[config.mk]
export PLATFORM = sky130hd
export DESIGN_NAME = tx_tlp_mux_flat
export DESIGN_NICKNAME = d
export VERILOG_FILES = /design/src/rtl/tx_tlp_mux_pkg.sv /design/src/rtl/tx_tlp_mux_if.sv /design/src/rtl/tx_tlp_mux_skid.sv /design/src/rtl/tx_tlp_mux.sv /design/src/flat_wrapper.sv
export SDC_FILE = /design/constraint.sdc
export NUM_CORES = 1
export LEC_CHECK = 0
export BUFFER_PORTS_ARGS = -buffer_cell sky130_fd_sc_hd__buf_2
export CAP_MARGIN = 20
export CELL_PAD_IN_SITES_DETAIL_PLACEMENT = 0
export CELL_PAD_IN_SITES_GLOBAL_PLACEMENT = 2
export CORE_AREA = 2 2 261 263
export CTS_CLUSTER_SIZE = 25
export DETAILED_ROUTE_END_ITERATION = 12
export DIE_AREA = 0 0 263 265
export GPL_TIMING_DRIVEN = 0
export PLACE_DENSITY_LB_ADDON = 0.1
export SLEW_MARGIN = 20
export SYNTH_ARGS = -nofsm -noshare
export SYNTH_HDL_FRONTEND = slang
export SYNTH_SLANG_ARGS = --single-unit
[constraint.sdc]
create_clock -name clk -period 10.9 [get_ports clk]
set_input_delay 1.635 -clock clk [delete_from_list [all_inputs] [get_ports clk]]
set_output_delay 1.635 -clock clk [all_outputs]
set_load 0.02 [all_outputs]
[src/rtl/tx_tlp_mux_pkg.sv]
// Tx_Arbiter_Package: source and state encodings, beat geometry, and last-beat keep helper.
package Tx_Arbiter_Package;
   localparam int DATA_WIDTH  = 128;
   localparam int DW_PER_BEAT = 4;
   typedef enum logic [1:0] {A2P_1 = 2'd0, A2P_2 = 2'd1, MASTER = 2'd2, RX_ROUTER = 2'd3} src_e;
   typedef enum logic [1:0] {IDLE = 2'd0, HDR = 2'd1, DATA = 2'd2, DRAIN = 2'd3} state_e;
   typedef struct packed {
      logic       sop;
      logic       eop;
      logic [3:0] keep;
   } beat_meta_t;
   function automatic logic [3:0] last_keep(input logic [1:0] rem);
      return rem == 2'd0 ? 4'hF : ~(4'hF << rem);
   endfunction
endpackage

[src/rtl/tx_tlp_mux_if.sv]
// tx_tlp_mux_if: grant, source-read and downstream TLP signals of the TX mux.
interface tx_tlp_mux_if #(parameter int DATA_WIDTH = 128);
   logic                    grant_valid;
   logic [1:0]              grant_src;
   logic [10:0]             grant_len;
   logic                    grant_ready;
   logic                    grant_done;
   logic [3:0]              src_rd_en;
   logic                    src_rd_hdr;
   logic [4*DATA_WIDTH-1:0] src_rdata;
   logic                    tlp_valid;
   logic                    tlp_ready;
   logic [DATA_WIDTH-1:0]   tlp_data;
   logic                    tlp_sop;
   logic                    tlp_eop;
   logic [3:0]              tlp_keep;
   modport slave (
      input  grant_valid, grant_src, grant_len, src_rdata, tlp_ready,
      output grant_ready, grant_done, src_rd_en, src_rd_hdr, tlp_valid, tlp_data, tlp_sop, tlp_eop, tlp_keep
   );
   modport master (
      output grant_valid, grant_src, grant_len, src_rdata, tlp_ready,
      input  grant_ready, grant_done, src_rd_en, src_rd_hdr, tlp_valid, tlp_data, tlp_sop, tlp_eop, tlp_keep
   );
endinterface

[src/rtl/tx_tlp_mux_skid.sv]
// tx_tlp_mux_skid: 2-entry FIFO between source read data and the downstream handshake.
module tx_tlp_mux_skid #(parameter int W = 134) (
   input  logic         clk,
   input  logic         arst,
   input  logic         push_i,
   input  logic [W-1:0] data_i,
   output logic         valid_o,
   input  logic         ready_i,
   output logic [W-1:0] data_o,
   output logic [1:0]   cnt_o
);
   logic [W-1:0] mem_q [2];
   logic         wp_q, rp_q, pop;
   logic [1:0]   cnt_q;
   assign valid_o = cnt_q != 2'd0;
   assign pop     = valid_o & ready_i;
   assign data_o  = valid_o ? mem_q[rp_q] : '0;
   assign cnt_o   = cnt_q;
   always_ff @(posedge clk)
      if (push_i) mem_q[wp_q] <= data_i;
   always_ff @(posedge clk or negedge arst)
      if (!arst) begin
         wp_q  <= 1'b0;
         rp_q  <= 1'b0;
         cnt_q <= 2'd0;
      end else begin
         wp_q  <= wp_q ^ push_i;
         rp_q  <= rp_q ^ pop;
         cnt_q <= cnt_q + {1'b0, push_i} - {1'b0, pop};
      end
endmodule

[src/rtl/tx_tlp_mux.sv]
// tx_tlp_mux: reads header then payload of the granted source into a skid and streams it as one TLP.
module tx_tlp_mux #(
   parameter int DATA_WIDTH = Tx_Arbiter_Package::DATA_WIDTH,
   parameter int MAX_LEN_DW = 1024
) (
   input logic         clk,
   input logic         arst,
   tx_tlp_mux_if.slave bus
);
   import Tx_Arbiter_Package::*;
   localparam int BW = $clog2(MAX_LEN_DW / DW_PER_BEAT) + 1;
   localparam int SW = DATA_WIDTH + $bits(beat_meta_t);
   state_e                state_q, state_d;
   src_e                  src_q, src_d;
   logic [10:0]           len_q, len_d;
   logic [BW-1:0]         beats_q, beats_d;
   logic                  rd_q, rd, pop, permit, last;
   beat_meta_t            rd_meta_q, rd_meta_d, out_meta;
   logic [1:0]            cnt;
   logic [DATA_WIDTH-1:0] rdata;
   logic [SW-1:0]         skid_out;
   // a read may only issue if its data is guaranteed a free skid slot on arrival
   assign pop    = bus.tlp_valid & bus.tlp_ready;
   assign permit = ({1'b0, cnt} - {2'b0, pop} + {2'b0, rd_q}) < 3'd2;
   assign rd     = permit & (state_q == HDR | state_q == DATA);
   assign last   = beats_q == BW'(1);
   assign rdata  = bus.src_rdata[src_q*DATA_WIDTH +: DATA_WIDTH];
   assign bus.grant_ready = state_q == IDLE;
   assign bus.grant_done  = state_q == DRAIN & pop & bus.tlp_eop;
   assign bus.src_rd_en   = rd ? 4'(1) << src_q : 4'b0;
   assign bus.src_rd_hdr  = rd & state_q == HDR;
   always_comb begin
      rd_meta_d.sop  = state_q == HDR;
      rd_meta_d.eop  = state_q == HDR ? len_q == 11'd0 : last;
      rd_meta_d.keep = (state_q == DATA && last) ? last_keep(len_q[1:0]) : 4'hF;
   end
   always_comb begin
      state_d = state_q;
      src_d   = src_q;
      len_d   = len_q;
      beats_d = beats_q;
      if (state_q == IDLE && bus.grant_valid) begin
         state_d = HDR;
         src_d   = src_e'(bus.grant_src);
         len_d   = bus.grant_len;
         beats_d = BW'((bus.grant_len + 11'd3) >> 2);
      end
      if (state_q == HDR && rd) state_d = beats_q != '0 ? DATA : DRAIN;
      if (state_q == DATA && rd) begin
         beats_d = beats_q - BW'(1);
         state_d = last ? DRAIN : DATA;
      end
      if (state_q == DRAIN && bus.grant_done) state_d = IDLE;
   end
   always_ff @(posedge clk or negedge arst)
      if (!arst) begin
         state_q   <= IDLE;
         src_q     <= A2P_1;
         len_q     <= '0;
         beats_q   <= '0;
         rd_q      <= 1'b0;
         rd_meta_q <= '0;
      end else begin
         state_q   <= state_d;
         src_q     <= src_d;
         len_q     <= len_d;
         beats_q   <= beats_d;
         rd_q      <= rd;
         rd_meta_q <= rd_meta_d;
      end
   tx_tlp_mux_skid #(.W(SW)) u_skid (
      .clk     (clk),
      .arst    (arst),
      .push_i  (rd_q),
      .data_i  ({rdata, rd_meta_q}),
      .valid_o (bus.tlp_valid),
      .ready_i (bus.tlp_ready),
      .data_o  (skid_out),
      .cnt_o   (cnt)
   );
   assign {bus.tlp_data, out_meta} = skid_out;
   assign bus.tlp_sop  = out_meta.sop;
   assign bus.tlp_eop  = out_meta.eop;
   assign bus.tlp_keep = out_meta.keep;
endmodule
[src/flat_wrapper.sv]
// flat-port wrapper written by rule: the top's interface ports become plain ports
module tx_tlp_mux_flat import Tx_Arbiter_Package::*;
#(
   parameter int DATA_WIDTH = Tx_Arbiter_Package::DATA_WIDTH,
   parameter int MAX_LEN_DW = 1024
)
  (clk, arst, bus_grant_valid, bus_grant_src, bus_grant_len, bus_src_rdata, bus_tlp_ready, bus_grant_ready, bus_grant_done, bus_src_rd_en, bus_src_rd_hdr, bus_tlp_valid, bus_tlp_data, bus_tlp_sop, bus_tlp_eop, bus_tlp_keep);
  tx_tlp_mux_if #(.DATA_WIDTH(DATA_WIDTH)) bus_i ();
  input logic clk;
  input logic arst;
  input wire logic [$bits(bus_i.grant_valid)-1:0] bus_grant_valid;
  input wire logic [$bits(bus_i.grant_src)-1:0] bus_grant_src;
  input wire logic [$bits(bus_i.grant_len)-1:0] bus_grant_len;
  input wire logic [$bits(bus_i.src_rdata)-1:0] bus_src_rdata;
  input wire logic [$bits(bus_i.tlp_ready)-1:0] bus_tlp_ready;
  output wire logic [$bits(bus_i.grant_ready)-1:0] bus_grant_ready;
  output wire logic [$bits(bus_i.grant_done)-1:0] bus_grant_done;
  output wire logic [$bits(bus_i.src_rd_en)-1:0] bus_src_rd_en;
  output wire logic [$bits(bus_i.src_rd_hdr)-1:0] bus_src_rd_hdr;
  output wire logic [$bits(bus_i.tlp_valid)-1:0] bus_tlp_valid;
  output wire logic [$bits(bus_i.tlp_data)-1:0] bus_tlp_data;
  output wire logic [$bits(bus_i.tlp_sop)-1:0] bus_tlp_sop;
  output wire logic [$bits(bus_i.tlp_eop)-1:0] bus_tlp_eop;
  output wire logic [$bits(bus_i.tlp_keep)-1:0] bus_tlp_keep;
  assign bus_i.grant_valid = bus_grant_valid;
  assign bus_i.grant_src = bus_grant_src;
  assign bus_i.grant_len = bus_grant_len;
  assign bus_i.src_rdata = bus_src_rdata;
  assign bus_i.tlp_ready = bus_tlp_ready;
  assign bus_grant_ready = bus_i.grant_ready;
  assign bus_grant_done = bus_i.grant_done;
  assign bus_src_rd_en = bus_i.src_rd_en;
  assign bus_src_rd_hdr = bus_i.src_rd_hdr;
  assign bus_tlp_valid = bus_i.tlp_valid;
  assign bus_tlp_data = bus_i.tlp_data;
  assign bus_tlp_sop = bus_i.tlp_sop;
  assign bus_tlp_eop = bus_i.tlp_eop;
  assign bus_tlp_keep = bus_i.tlp_keep;
  tx_tlp_mux #(.DATA_WIDTH(DATA_WIDTH), .MAX_LEN_DW(MAX_LEN_DW)) u_core (.clk(clk), .arst(arst), .bus(bus_i));
endmodule
# Word level (Yosys, flattened, before mapping)
# Memories as Yosys holds them, arrays and structs flattened.
# Index checks and enable logic that the tools add are counted.
totals:
  regBits: 35
  input_bits: 529
  mem_count: 1
  elab_cells: 62
  ramBits: 268
  output_inout_bits: 142
memory_table:
  columns: ["memory", "words", "word_bits", "rd", "rd_clocked_by_memory_dff", "wr", "line", "rtl"]
  rows:
  - ["u_core.u_skid.mem_q", 2, 134, 1, 0, 1, "tx_tlp_mux_skid.sv:12", "logic [W-1:0] mem_q [2];"]
classes:
  shift: 3
  add_sub_neg: 6
  n_eq_ne: 4
  bitwise_logic: 9
  muxes: 15
  order_cmp: 1
  reduce_logical: 12
ops:
  columns: ["cell", "count"]
  rows:
  - ["$shiftx A512 B10 Y128", 1]
  - ["$mux W134", 1]
  - ["$mux W9", 2]
  - ["$mux W4", 3]
  - ["$add A11 B2 Y11 const B", 1]
  - ["$logic_not A11 Y1", 1]
  - ["$eq A9 B1 Y1 const B", 1]
  - ["$reduce_bool A9 Y1", 1]
  - ["$sub A9 B1 Y9 const B", 1]
  - ["$mux W2", 4]
  - ["$and A1 B1 Y1", 5]
  - ["$logic_and A1 B1 Y1", 5]
  - ["$mux W1", 5]
  - ["$eq A2 B2 Y1 const B", 2]
  - ["$logic_not A2 Y1", 2]
  - ["$not A4 Y4", 1]
  - ["$reduce_bool A2 Y1", 2]
  - ["$reduce_bool A4 Y1", 1]
  - ["$shl A1 B2 Y4 const A", 1]
  - ["$shl A4 B2 Y4 const A", 1]
  - ["$add A3 B1 Y3", 1]
  - ["$lt A3 B2 Y1 const B", 1]
  - ["$sub A2 B1 Y3", 1]
  - ["$add A2 B1 Y2", 1]
  - ["other kinds (4)", 5]

# Depth between registers and ports, before layout
# Gate-level depths: netlist of run 1.
depth:
  word_depth: 10
  mapped_depth: 12
  mapped_depth_nobuf: 12

# Cells and area by module
# From an unflattened synthesis of run 1, not the netlist that was laid out.
unflattened:
  cells_unflattened: 933
  hier_area_um2: 15103.2
modules_own_cells:
  columns: ["module", "seq_area_each_um2", "area_each_um2", "cells_per_inst", "n_inst"]
  rows:
  - ["tx_tlp_mux_skid", 8147.8, 10328.7, 584, 1]
  - ["tx_tlp_mux", 775.7, 4774.6, 349, 1]

# Worst setup path after synthesis of run 1
# OpenSTA, ideal clock, no wires.
synth_path:
  path_type: "input to output"
  from: "input port bus_tlp_ready"
  to: "output port bus_src_rd_en[2]"
  required_ps: 9265
  path_stages: 9
  path_slack_ps: 5595
  arrival_ps: 3670
  path_buffers: 0
  path_cell_list: "and2_1 -> ha_1 -> inv_1 -> ha_1 -> fa_1 -> xnor2_1 -> nor2_1 -> nand2_1 -> nor3b_1"
synth_between:
  elab_chain_cells: 6
synth_lines:
  columns: ["element", "line", "rtl"]
  rows:
  - ["start: declaration", "flat_wrapper.sv:15", "input wire logic [$bits(bus_i.tlp_ready)-1:0] bus_tlp_ready;"]
  - ["$and A1 B1 Y1", "tx_tlp_mux.sv:23", "assign pop = bus.tlp_valid & bus.tlp_ready;"]
  - ["$sub A2 B1 Y3", "tx_tlp_mux.sv:24", "assign permit = ({1'b0, cnt} - {2'b0, pop} + {2'b0, rd_q}) < 3'd2;"]
  - ["$add A3 B1 Y3", "tx_tlp_mux.sv:24", null]
  - ["$lt A3 B2 Y1", "tx_tlp_mux.sv:24", null]
  - ["$and A1 B1 Y1", "tx_tlp_mux.sv:25", "assign rd = permit & (state_q == HDR | state_q == DATA);"]
  - ["$mux W4", "tx_tlp_mux.sv:30", "assign bus.src_rd_en = rd ? 4'(1) << src_q : 4'b0;"]
  - ["end: declaration", "flat_wrapper.sv:18", "output wire logic [$bits(bus_i.src_rd_en)-1:0] bus_src_rd_en;"]
# No other way between the ends.

# Worst setup path in the final report of run 1
layout_path:
  from: "input port bus_tlp_ready"
  to: "output port bus_src_rd_en[3]"
layout_between:
  elab_chain_cells: 6
layout_lines:
  columns: ["element", "line", "rtl"]
  rows:
  - ["$and A1 B1 Y1", "tx_tlp_mux.sv:23", null]
  - ["$sub A2 B1 Y3", "tx_tlp_mux.sv:24", null]
  - ["$add A3 B1 Y3", "tx_tlp_mux.sv:24", null]
  - ["$lt A3 B2 Y1", "tx_tlp_mux.sv:24", null]
  - ["$and A1 B1 Y1", "tx_tlp_mux.sv:25", null]
  - ["named net u_core.rd", "tx_tlp_mux.sv:17", "logic rd_q, rd, pop, permit, last;"]
  - ["$mux W4", "tx_tlp_mux.sv:30", null]
# The timed path passes the listed nets, and every way through them passes these cells.

==> metrics, run 1 <==
Crit path largest cell delay=between 400 and 500 ps; Die ar.=between 60000 and 70000 sq um; CP cell instances=buf_2 -> and2_1 -> ha_1 -> inv_1 -> ha_1 -> fa_1 -> xnor2_1 -> nor2_1 -> nand2_1 -> inv_1 -> and3_1 -> buf_2; synthesized area=~15000 sq um; IO Pins=671; top cells by area, synth=edfxtp_1 (54%), mux4_2 (19%), mux2i_1 (9.0%); Lkg Pwr=between 8 and 9 nW; CTS tree=built; Primary FF master, synth=edfxtp_1; nets@finish=approximately 2200; Crit. End Element=output port; Via density=about 4.4; Seq/Total Area, Yosys=0.5965; Remaining DRCs=0; WL final=63830 microns; count of different cell masters after synthesis=48; metal3 WL=between 3000 and 4000 microns; Vias=around 11000; core area=66800 sq um; share of layout cells above drive strength 1=0.5495; FFs w/ async S/R, synth=0.1155; Avg Synthesized Cell Area=between 15 and 20 sq um; non-filler instance count after layout=2521; buffers added on ports=669; WP data required=~9300 ps; Critical Path Fanout Max=4; Syn. warnings=0; antenna-violating nets left=0; Post-Syn Instances=between 900 and 1000; Syn Nets=between 1000 and 1500; status=finished clean; CTS Buf Count=38; Global Route Usage Sum=0.1795; largest area contributor in the netlist=edfxtp_1; register bit total from synthesis=roughly 300; final worst slack=around 5300 ps; period utilization=0.5161; layout overhead on the synthesized area=38.45%; CTS root buf=clkbuf_16; initial drt markers=556; post-DP HPWL=49220 microns; Pre-Repair DR Iteration Count=4; RePlAce Congestion=around 0.83; setup bufs post-CTS=0; die width=~260 microns; Pwr per Cell Area=approximately 280 nW/um^2; CTS max path bufs=3; final setup violation count=0; RSZ-0062 raised after global routing=false; path type of the worst min-delay path=register to register; Die Ht=between 200 and 300 microns; fill count=6885; Worst VDD drop=about 0.091 mV; Worst Skew=between 8 and 9 ps; M1 WL=25300 microns; CP startpoint kind=input pin; critical path's slowest cell=fa_1; max layer used=met5; setup slack at placement=5235 ps; hold buffer count at CTS=0; Slew headroom=0.2526; Crit Path Category=input pin to output port; Final Critical Period=around 5600 ps; worst-margin pin slew=1121 ps; final slew viol count=0; Post-synth EDFFs=268; CTS H-tree lvls=2; site row count=between 90 and 100; post-DR wirelength/cell=25.32 microns; antenna violations before repair=15; top-count cell post-synth=edfxtp_1; final hold vios=0; Final TNS setup=0 ps; Peak Freq=roughly 0.18 GHz; clock sinks=303; met2 wire len=33610 microns; Post-synth top cells=edfxtp_1 (268), nor2_1 (138), mux2i_1 (134); worst path arrival time=~4000 ps; first-pass GRT wire length=a little under 90000 microns; initial cell density of the core=0.2240; Worst-path clk slew=~60 ps; post-synth top area share=0.5379; Remaining Overflow, GRT=0; max_cap viols=0; largest net degree at the start of global routing=43; dpl cells=2457; cts repair resizes=0; Clk Latency, worst-skew pair=540 ps; via count of the first global-routing pass=around 12000
cells in the final DEF, fill, tap and decap left out, types with 8 or more instances in the layout:
master     synthesis  final
clkbuf_1          24     33
mux2i_1          134    134
buf_2             31    701
mux2_2            12     12
a21oi_1           12     12
clkbuf_16          0     40
edfxtp_1         268    268
o21ai_0            8      8
ha_1              12     10
inv_1             17     17
nor2_1           138    138
mux4_2           128    128
dfrtp_1           35     35
nand2_1           13     13
flip-flops by register name, indices dropped and copies added, names as in the netlist, 2 cells and up:
register / count
u_core.src_q: 2
u_core.beats_q: 9
u_core.rd_meta_q: 6
u_core.len_q: 11
u_core.u_skid.cnt_o: 2
u_core.u_skid.mem_q: 268
u_core.state_q: 2
final timing paths:
path,from,endpoint,slack (ps),cells after the start
setup reg to reg,u_core.u_skid.cnt_o[1]$_DFF_PN0_,u_core.beats_q[6]$_DFFE_PN0P_,7220,11
setup / recovery,bus_tlp_ready,bus_src_rd_en[3],5270,12
hold / removal,u_core.rd_meta_q[0]$_DFF_PN0_,u_core.u_skid.mem_q[1][0]$_DFFE_PP_,450,0
max in group asynchronous,arst,u_core.rd_meta_q[1]$_DFF_PN0_,9150,1
min in group asynchronous,arst,u_core.len_q[9]$_DFFE_PN0P_,1210,1
hold reg to reg,u_core.rd_meta_q[0]$_DFF_PN0_,u_core.u_skid.mem_q[1][0]$_DFFE_PP_,450,0
through the flow:
stage / power, mW / hold slack, ps / cell area [sq um] / util
after global placement: 4.878 / 421.4 / 19400 / 0.2904
after floorplan: 3.576 / 420.4 / 14960 / -
final: 5.896 / 447.4 / 20710 / 0.3101
after global routing: 6.252 / 457.5 / 20710 / 0.3100
after CTS: 6.071 / 447.6 / 20710 / 0.3100
after detailed placement: 4.886 / 433.6 / 19590 / 0.2933
metal layers:
layer | GRT usage | vias up
met4 | 0.04263 | 6
met3 | 0.04217 | 76
li1 | - | 5035
met5 | 0 | -
met1 | 0.2122 | 5578
met2 | 0.3278 | 413
area by class of cell:
cell class / instances / area [sq um] / area share
clock inverter: 10 / 51.30 / 0.002477
buffer: 63 / 287.8 / 0.01389
antenna: 3 / 7.507 / 0.0003624
clock buffer: 51 / 1062 / 0.05128
multi-input combinational: 525 / 5708 / 0.2756
inverter: 18 / 67.56 / 0.003262
sequential: 303 / 8924 / 0.4308
tap: 873 / 1092 / 0.05273
timing repair buffer: 675 / 3513 / 0.1696
worst max-delay path, delay by kind of cell:
kind	cells	cell delay, ps
XOR/XNOR	1	390
adder cells (fa/ha/maj)	3	920
buffers and inverters	4	370
AND/OR/NAND/NOR	4	660
where the power goes:
group          internal [mW]  switching [mW]
logic                   1.10            1.93
registers               1.66          0.0703
clock network          0.677           0.470
total                   3.43            2.47
cell families after synthesis:
| logic type | count (synthesis) | synth area share |
|---|---|---|
| XOR/XNOR | 9 | 0.005269 |
| adder cells (fa/ha/maj) | 13 | 0.01137 |
| AND/OR/NAND/NOR | 192 | 0.05595 |
| AO/OA/AOI/OAI | 36 | 0.01564 |
| other | 1 | 0.0002507 |
| buffers and inverters | 81 | 0.02367 |
| multiplexers | 274 | 0.2914 |
| flip-flops | 303 | 0.5965 |
Power figures use the tool's default switching activity.
==> run 2: changes to the inputs <==
--- a/config.mk
+++ b/config.mk
@@ -9,10 +9,10 @@
 export CAP_MARGIN = 20
 export CELL_PAD_IN_SITES_DETAIL_PLACEMENT = 0
 export CELL_PAD_IN_SITES_GLOBAL_PLACEMENT = 2
-export CORE_AREA = 2 2 261 263
+export CORE_AREA = 2 2 258 260
 export CTS_CLUSTER_SIZE = 25
 export DETAILED_ROUTE_END_ITERATION = 12
-export DIE_AREA = 0 0 263 265
+export DIE_AREA = 0 0 260 262
 export GPL_TIMING_DRIVEN = 0
 export PLACE_DENSITY_LB_ADDON = 0.1
 export SLEW_MARGIN = 20
==> constraint.sdc (replaced) <==
create_clock -name clk -period 5.2 [get_ports clk]
set_input_delay 0.78 -clock clk [delete_from_list [all_inputs] [get_ports clk]]
set_output_delay 0.78 -clock clk [all_outputs]
set_load 0.02 [all_outputs]
==> metrics, run 2 (synthesized netlist as in run 1, its figures left out) <==
status=finished clean; final slew viol count=0 (unchanged); Crit. End Element=output port; Via density=4.431 (+0.56%); share of layout cells above drive strength 1=0.5511 (+0.001513); Vias=11183 (+0.68%); antenna violations before repair=9 (-6); worst reg2reg path startpoint=u_core.u_skid.cnt_o[1]$_DFF_PN0_; Die ar.=68120 sq um (-2.3%); Global Route Usage Sum=0.1837 (+0.004196); r2r setup slk=1510 ps (-5710 ps); post-DP HPWL=50630 microns (+2.9%); initial cell density of the core=0.2292 (+0.005237); final hold vios=0 (unchanged); layout overhead on the synthesized area=39.10%; Pre-Repair DR Iteration Count=4 (unchanged); Die Ht=262 microns (-1.1%); clock sinks=303 (unchanged); Final Util=0.3188 (+0.008727); WP data required=4420 ps (-4850 ps); worst path arrival time=3850 ps (-140 ps); Worst Skew=21.99 ps (+13.60 ps); CTS root buf=clkbuf_16; CTS Buf Count=38 (unchanged); post-DR wirelength/cell=25.55 microns (+0.92%); Remaining Overflow, GRT=0 (unchanged); Pwr per Cell Area=603.5 nW/um^2 (+110%); worst-margin pin slew=1053 ps (-68.38 ps); path type of the worst min-delay path=input pin to async pin; Clk Latency, worst-skew pair=560 ps (+20 ps); via count of the first global-routing pass=11808 (-0.91%); site row count=94 (-1.1%); CP startpoint kind=register; max reg flops=268 (unchanged); core area=65280 sq um (-2.3%); final setup violation count=0 (unchanged); die width=260 microns (-1.1%); Crit Path Category=register to output port; buffers added on ports=669 (unchanged); CTS H-tree lvls=2 (unchanged); RePlAce Congestion=0.8172 (-1.9%); max_cap viols=0 (unchanged); commonest cells after routing, fill and taps aside=buf_2 (701), edfxtp_1 (268), nor2_1 (138), mux2i_1 (134), mux4_2 (128); Lkg Pwr=8.668 nW (+0.58%); nets@finish=2169 (+0.14%); Top Registers=u_core.u_skid.mem_q: 268 flops, u_core.len_q: 11 flops, u_core.beats_q: 9 flops; RSZ-0062 raised after global routing=false; hold buffer count at CTS=0 (unchanged); first-pass GRT wire length=87150 microns (-1.4%); setup bufs post-CTS=0 (unchanged); Worst VDD drop=0.2521 mV (+180%); IO Pins=671 (unchanged); Slew headroom=0.2982 (+0.04558); WL final=64500 microns (+1.0%); CTS max path bufs=3 (unchanged); Critical Path Fanout Max=8 (+4); Remaining DRCs=0 (unchanged); Reg with most FFs=u_core.u_skid.mem_q; most common cell after layout, fill and taps aside=buf_2; Worst R2R End=u_core.beats_q[6]$_DFFE_PN0P_; initial drt markers=466 (-16%); Peak Freq=0.2160 GHz; CTS tree=built; period utilization=0.8901; Worst-path clk slew=50 ps (about the same); setup slack at placement=955.2 ps (-4279 ps); largest net degree at the start of global routing=36 (-16%); cts repair resizes=0 (unchanged); reg2reg path depth=11 (unchanged); antenna-violating nets left=0 (unchanged); Final Critical Period=about 4600 ps; final worst slack=571.4 ps (-4703 ps)
run 2: cell types whose count changed in the layout (fill, tap and decap cells not counted), sizes merged:
cell    before  now
buf        714  717
bufinv       0    3
clkinv       9   12
diode        3    5
inv         19   20
run 2: power by group:
part	switching, mW	internal [mW]	leakage [nW]
registers	0.148	3.47	2.82
clock network	1.03	1.55	0.590
logic	4.06	2.30	5.26
run 2: stage by stage:
step,std cells,hold slack (ps),power (mW),area [sq um],setup TNS (ps)
3_5_place_dp,2450,436.6,10.25,19580,0
3_3_place_gp,2442,429.0,10.25,19390,-393470
4_1_cts,2518,362.6,12.89,20790,0
5_1_grt,2520,416.6,13.29,20800,0
6_report,2524,339.4,12.56,20810,0
2_1_floorplan,909,420.4,7.495,14960,0
run 2: per-layer routing:
layer	GRT usage	up-vias	part of all wire
li1	-	5053	-
met5	0	-	0.00074
met1	0.2137	5659	0.38
met4	0.04151	8	0.017
met3	0.04688	64	0.071
met2	0.3378	399	0.53
run 2: area by class of cell:
| class | count | area [sq um] |
|---|---|---|
| inverters | 18 | 67.56 |
| well taps | 864 | 1081 |
| diodes | 5 | 12.51 |
| clock buffers | 51 | 1040 |
| clock inverters | 17 | 168.9 |
| repair buffers | 678 | 3520 |
| multi-input cells | 525 | 5708 |
| fillers | 6707 | 44470 |
| plain buffers | 63 | 289.0 |
| flip-flops and latches | 303 | 8924 |
run 2: worst max path at each step:
stage / start / end / slack (ps) / depth (start not counted)
2_1_floorplan: u_core.u_skid.wp_q$_DFF_PN0_ / u_core.u_skid.mem_q[0][0]$_DFFE_PP_ / 1140 / 2
3_3_place_gp: u_core.u_skid.wp_q$_DFF_PN0_ / u_core.u_skid.mem_q[0][60]$_DFFE_PP_ / -1510 / 2
3_5_place_dp: u_core.u_skid.cnt_o[1]$_DFF_PN0_ / bus_src_rd_en[3] / 960 / 13
4_1_cts: u_core.u_skid.cnt_o[1]$_DFF_PN0_ / bus_src_rd_en[3] / 360 / 13
5_1_grt: u_core.u_skid.cnt_o[1]$_DFF_PN0_ / bus_src_rd_en[3] / 170 / 13
6_report: u_core.u_skid.cnt_o[1]$_DFF_PN0_ / bus_src_rd_en[3] / 570 / 13
run 2: worst max-delay path: stages (launching register included):
cell     delay, ps
dfrtp_1        430
nor2_2         500
inv_2           70
and2_1         240
ha_1           290
inv_1           40
ha_1           190
fa_1           440
xnor2_1        400
nor2_1         110
nand2_1        180
inv_1           80
and3_1         180
buf_2          160
==> run 3: changes to the inputs <==
--- a/config.mk
+++ b/config.mk
@@ -15,6 +15,7 @@
 export DIE_AREA = 0 0 260 262
 export GPL_TIMING_DRIVEN = 0
 export PLACE_DENSITY_LB_ADDON = 0.1
+export REMOVE_ABC_BUFFERS = 1
 export SLEW_MARGIN = 20
 export SYNTH_ARGS = -nofsm -noshare
 export SYNTH_HDL_FRONTEND = slang
==> metrics, run 3 (synthesized netlist as in run 1, its figures left out) <==
Worst-path clk slew=60 ps (about the same); worst hold slack=361.0 ps (+21.59 ps); layout overhead on the synthesized area=40.08%; Remaining Overflow, GRT=0 (unchanged); Pwr per Cell Area=592.8 nW/um^2 (-1.8%); core area=65280 sq um (unchanged); antenna-violating nets left=0 (unchanged); share of layout cells above drive strength 1=0.5592 (+0.008170); IO Pins=671 (unchanged); busiest grt layer=met2; initial cell density of the core=0.2292 (unchanged); Die ar.=68120 sq um (unchanged); status=finished clean; Internal=7.585 mW (+3.6%); post-DP HPWL=43440 microns (-14%); setup slack at placement=1144 ps (+188.8 ps); nets@finish=2120 (-2.3%); Remaining DRCs=0 (unchanged); first-pass GRT wire length=77150 microns (-11%); final setup violation count=0 (unchanged); CTS root buf=clkbuf_16; Worst Skew=20.72 ps (-1.269 ps); worst path arrival time=3760 ps (-90 ps); commonest cells after routing, fill and taps aside=buf_2 (670), edfxtp_1 (268), nor2_1 (138), mux2i_1 (134), mux4_2 (128); most common cell after layout, fill and taps aside=buf_2; Crit. End Element=output port; Reg with most FFs=u_core.u_skid.mem_q; Global Route Usage Sum=0.1562 (-0.02751); cts repair resizes=0 (unchanged); Via density=4.379 (-1.2%); CTS H-tree lvls=2 (unchanged); r2r setup slk=1640 ps (+130 ps); met1 Use GR=0.1825 (-0.03123); Pre-Repair DR Iteration Count=4 (unchanged); post-route cell area=20960 sq um (+0.70%); met2 GRT Util=0.2770 (-0.06073); largest net degree at the start of global routing=55 (+53%); CTS Buf Count=39 (+2.6%); setup bufs post-CTS=0 (unchanged); Clk network pwr share=0.217 (+0.012); die width=260 microns (unchanged); Lkg Pwr=8.687 nW (+0.22%); CTS max path bufs=3 (unchanged); Net Sw Frac=0.3895 (-0.02737); WL final=55700 microns (-14%); RePlAce Congestion=0.7732 (-5.4%); antenna violations before repair=11 (+2); via count of the first global-routing pass=11191 (-5.2%); CP Launch Point=u_core.u_skid.cnt_o[1]$_DFF_PN0_; initial drt markers=482 (+3.4%); max_cap viols=0 (unchanged); Critical Path Fanout Max=11 (+3); WP data required=4420 ps (about the same); Final TNS setup=0 ps (unchanged); Clk Latency, worst-skew pair=550 ps (about the same); Flop pwr share=0.308 (+0.020); site row count=94 (unchanged); clock sinks=303 (unchanged); worst reg2reg path startpoint=u_core.u_skid.cnt_o[1]$_DFF_PN0_; worst-margin pin slew=901.9 ps (-150.8 ps); Vias=10821 (-3.2%); final worst slack=658.2 ps (+86.84 ps); Peak Freq=0.2202 GHz (+1.9%); final hold vios=0 (unchanged); CP startpoint kind=register; Slew headroom=0.3987 (+0.1005); fill count=6617 (-1.3%); max reg flops=268 (unchanged); Top Registers=u_core.u_skid.mem_q: 268 flops, u_core.len_q: 11 flops, u_core.beats_q: 9 flops; RSZ-0062 raised after global routing=false; final slew viol count=0 (unchanged); CTS tree=built; post-DR wirelength/cell=22.54 microns (-12%); hold buffer count at CTS=0 (unchanged); dpl cell area=19680 sq um (+0.50%); Final Util=0.3210 (+0.002243); Final Critical Period=4542 ps (-86.84 ps); Crit Path Category=register to output port; path type of the worst min-delay path=input pin to async pin; buffers added on ports=670 (+0.15%); met3 Usage GRT=0.04331 (-0.003569); Worst VDD drop=0.4355 mV (+73%); Comb power frac=0.476 (-0.031); Die Ht=262 microns (unchanged); switching power=4.839 mW (-7.6%); period utilization=0.8734 (-0.01670)
==> run 3: cell types whose count changed in the layout (fill, tap and decap cells not counted), moves of 4 or more <==
cell      before  now
buf_1          4    0
buf_16         0   14
buf_2        701  670
clkbuf_1      32    5
clkbuf_8       4    0
clkinv_2       3    8
==> run 3: area by class of cell <==
class                      count  area, sq um  area share
sequential                   303         8935      0.4264
multi-input combinational    525         5713      0.2726
timing repair buffer         691         3879      0.1851
tap                          864         1081     0.05159
clock buffer                  46         1045     0.04985
clock inverter                21        229.0     0.01093
inverter                      18        67.56    0.003224
antenna                        3        7.507   0.0003582
==> run 3: through the flow <==
stage | power (mW) | cells
floorplan | 7.929 | 846
global placement | 9.871 | 2380
detailed placement | 9.981 | 2401
CTS | 12.77 | 2468
global route | 13.20 | 2470
finish | 12.42 | 2471
==> run 3: final timing paths <==
| kind | to | cells past startpoint |
|---|---|---|
| min | u_core.u_skid.cnt_o[1]$_DFF_PN0_ | 1 |
| max reg2reg | u_core.beats_q[6]$_DFFE_PN0P_ | 11 |
| min in group clk | u_core.u_skid.mem_q[0][4]$_DFFE_PP_ | 0 |
| min reg2reg | u_core.u_skid.mem_q[0][4]$_DFFE_PP_ | 0 |
| max in group asynchronous | u_core.src_q[1]$_DFFE_PN0P_ | 1 |
| max | bus_src_rd_en[3] | 13 |
==> run 3: power groups by stage <==
stage               Sequential (mW)  Combinational, mW  Clock [mW]
finish                         3.82               5.91        2.69
global route                   3.90               6.40        2.90
CTS                            3.84               6.11        2.82
detailed placement             3.89               6.09           0
global placement               4.41               5.46           0
floorplan                      4.22               3.71           0
==> run 3: worst max-delay path: stages, from the launching register on <==
cell and delay [ps]:
dfrtp_1 450, nor2_4 420, inv_2 70, and2_1 230
ha_1 290, inv_1 40, ha_1 180, fa_1 440
xnor2_1 380, nor2_1 120, nand2_1 180, inv_1 70
and3_1 180, buf_2 160
==> run 3: metal layers <==
layer  vias up  part of all wire  wire length, microns
met5         -           0.00023                    13
met4         2             0.024                  1314
met3        79             0.073                  4043
met2       357              0.52                 29120
met1      5433              0.38                 21210
li1       4950                 -                     -
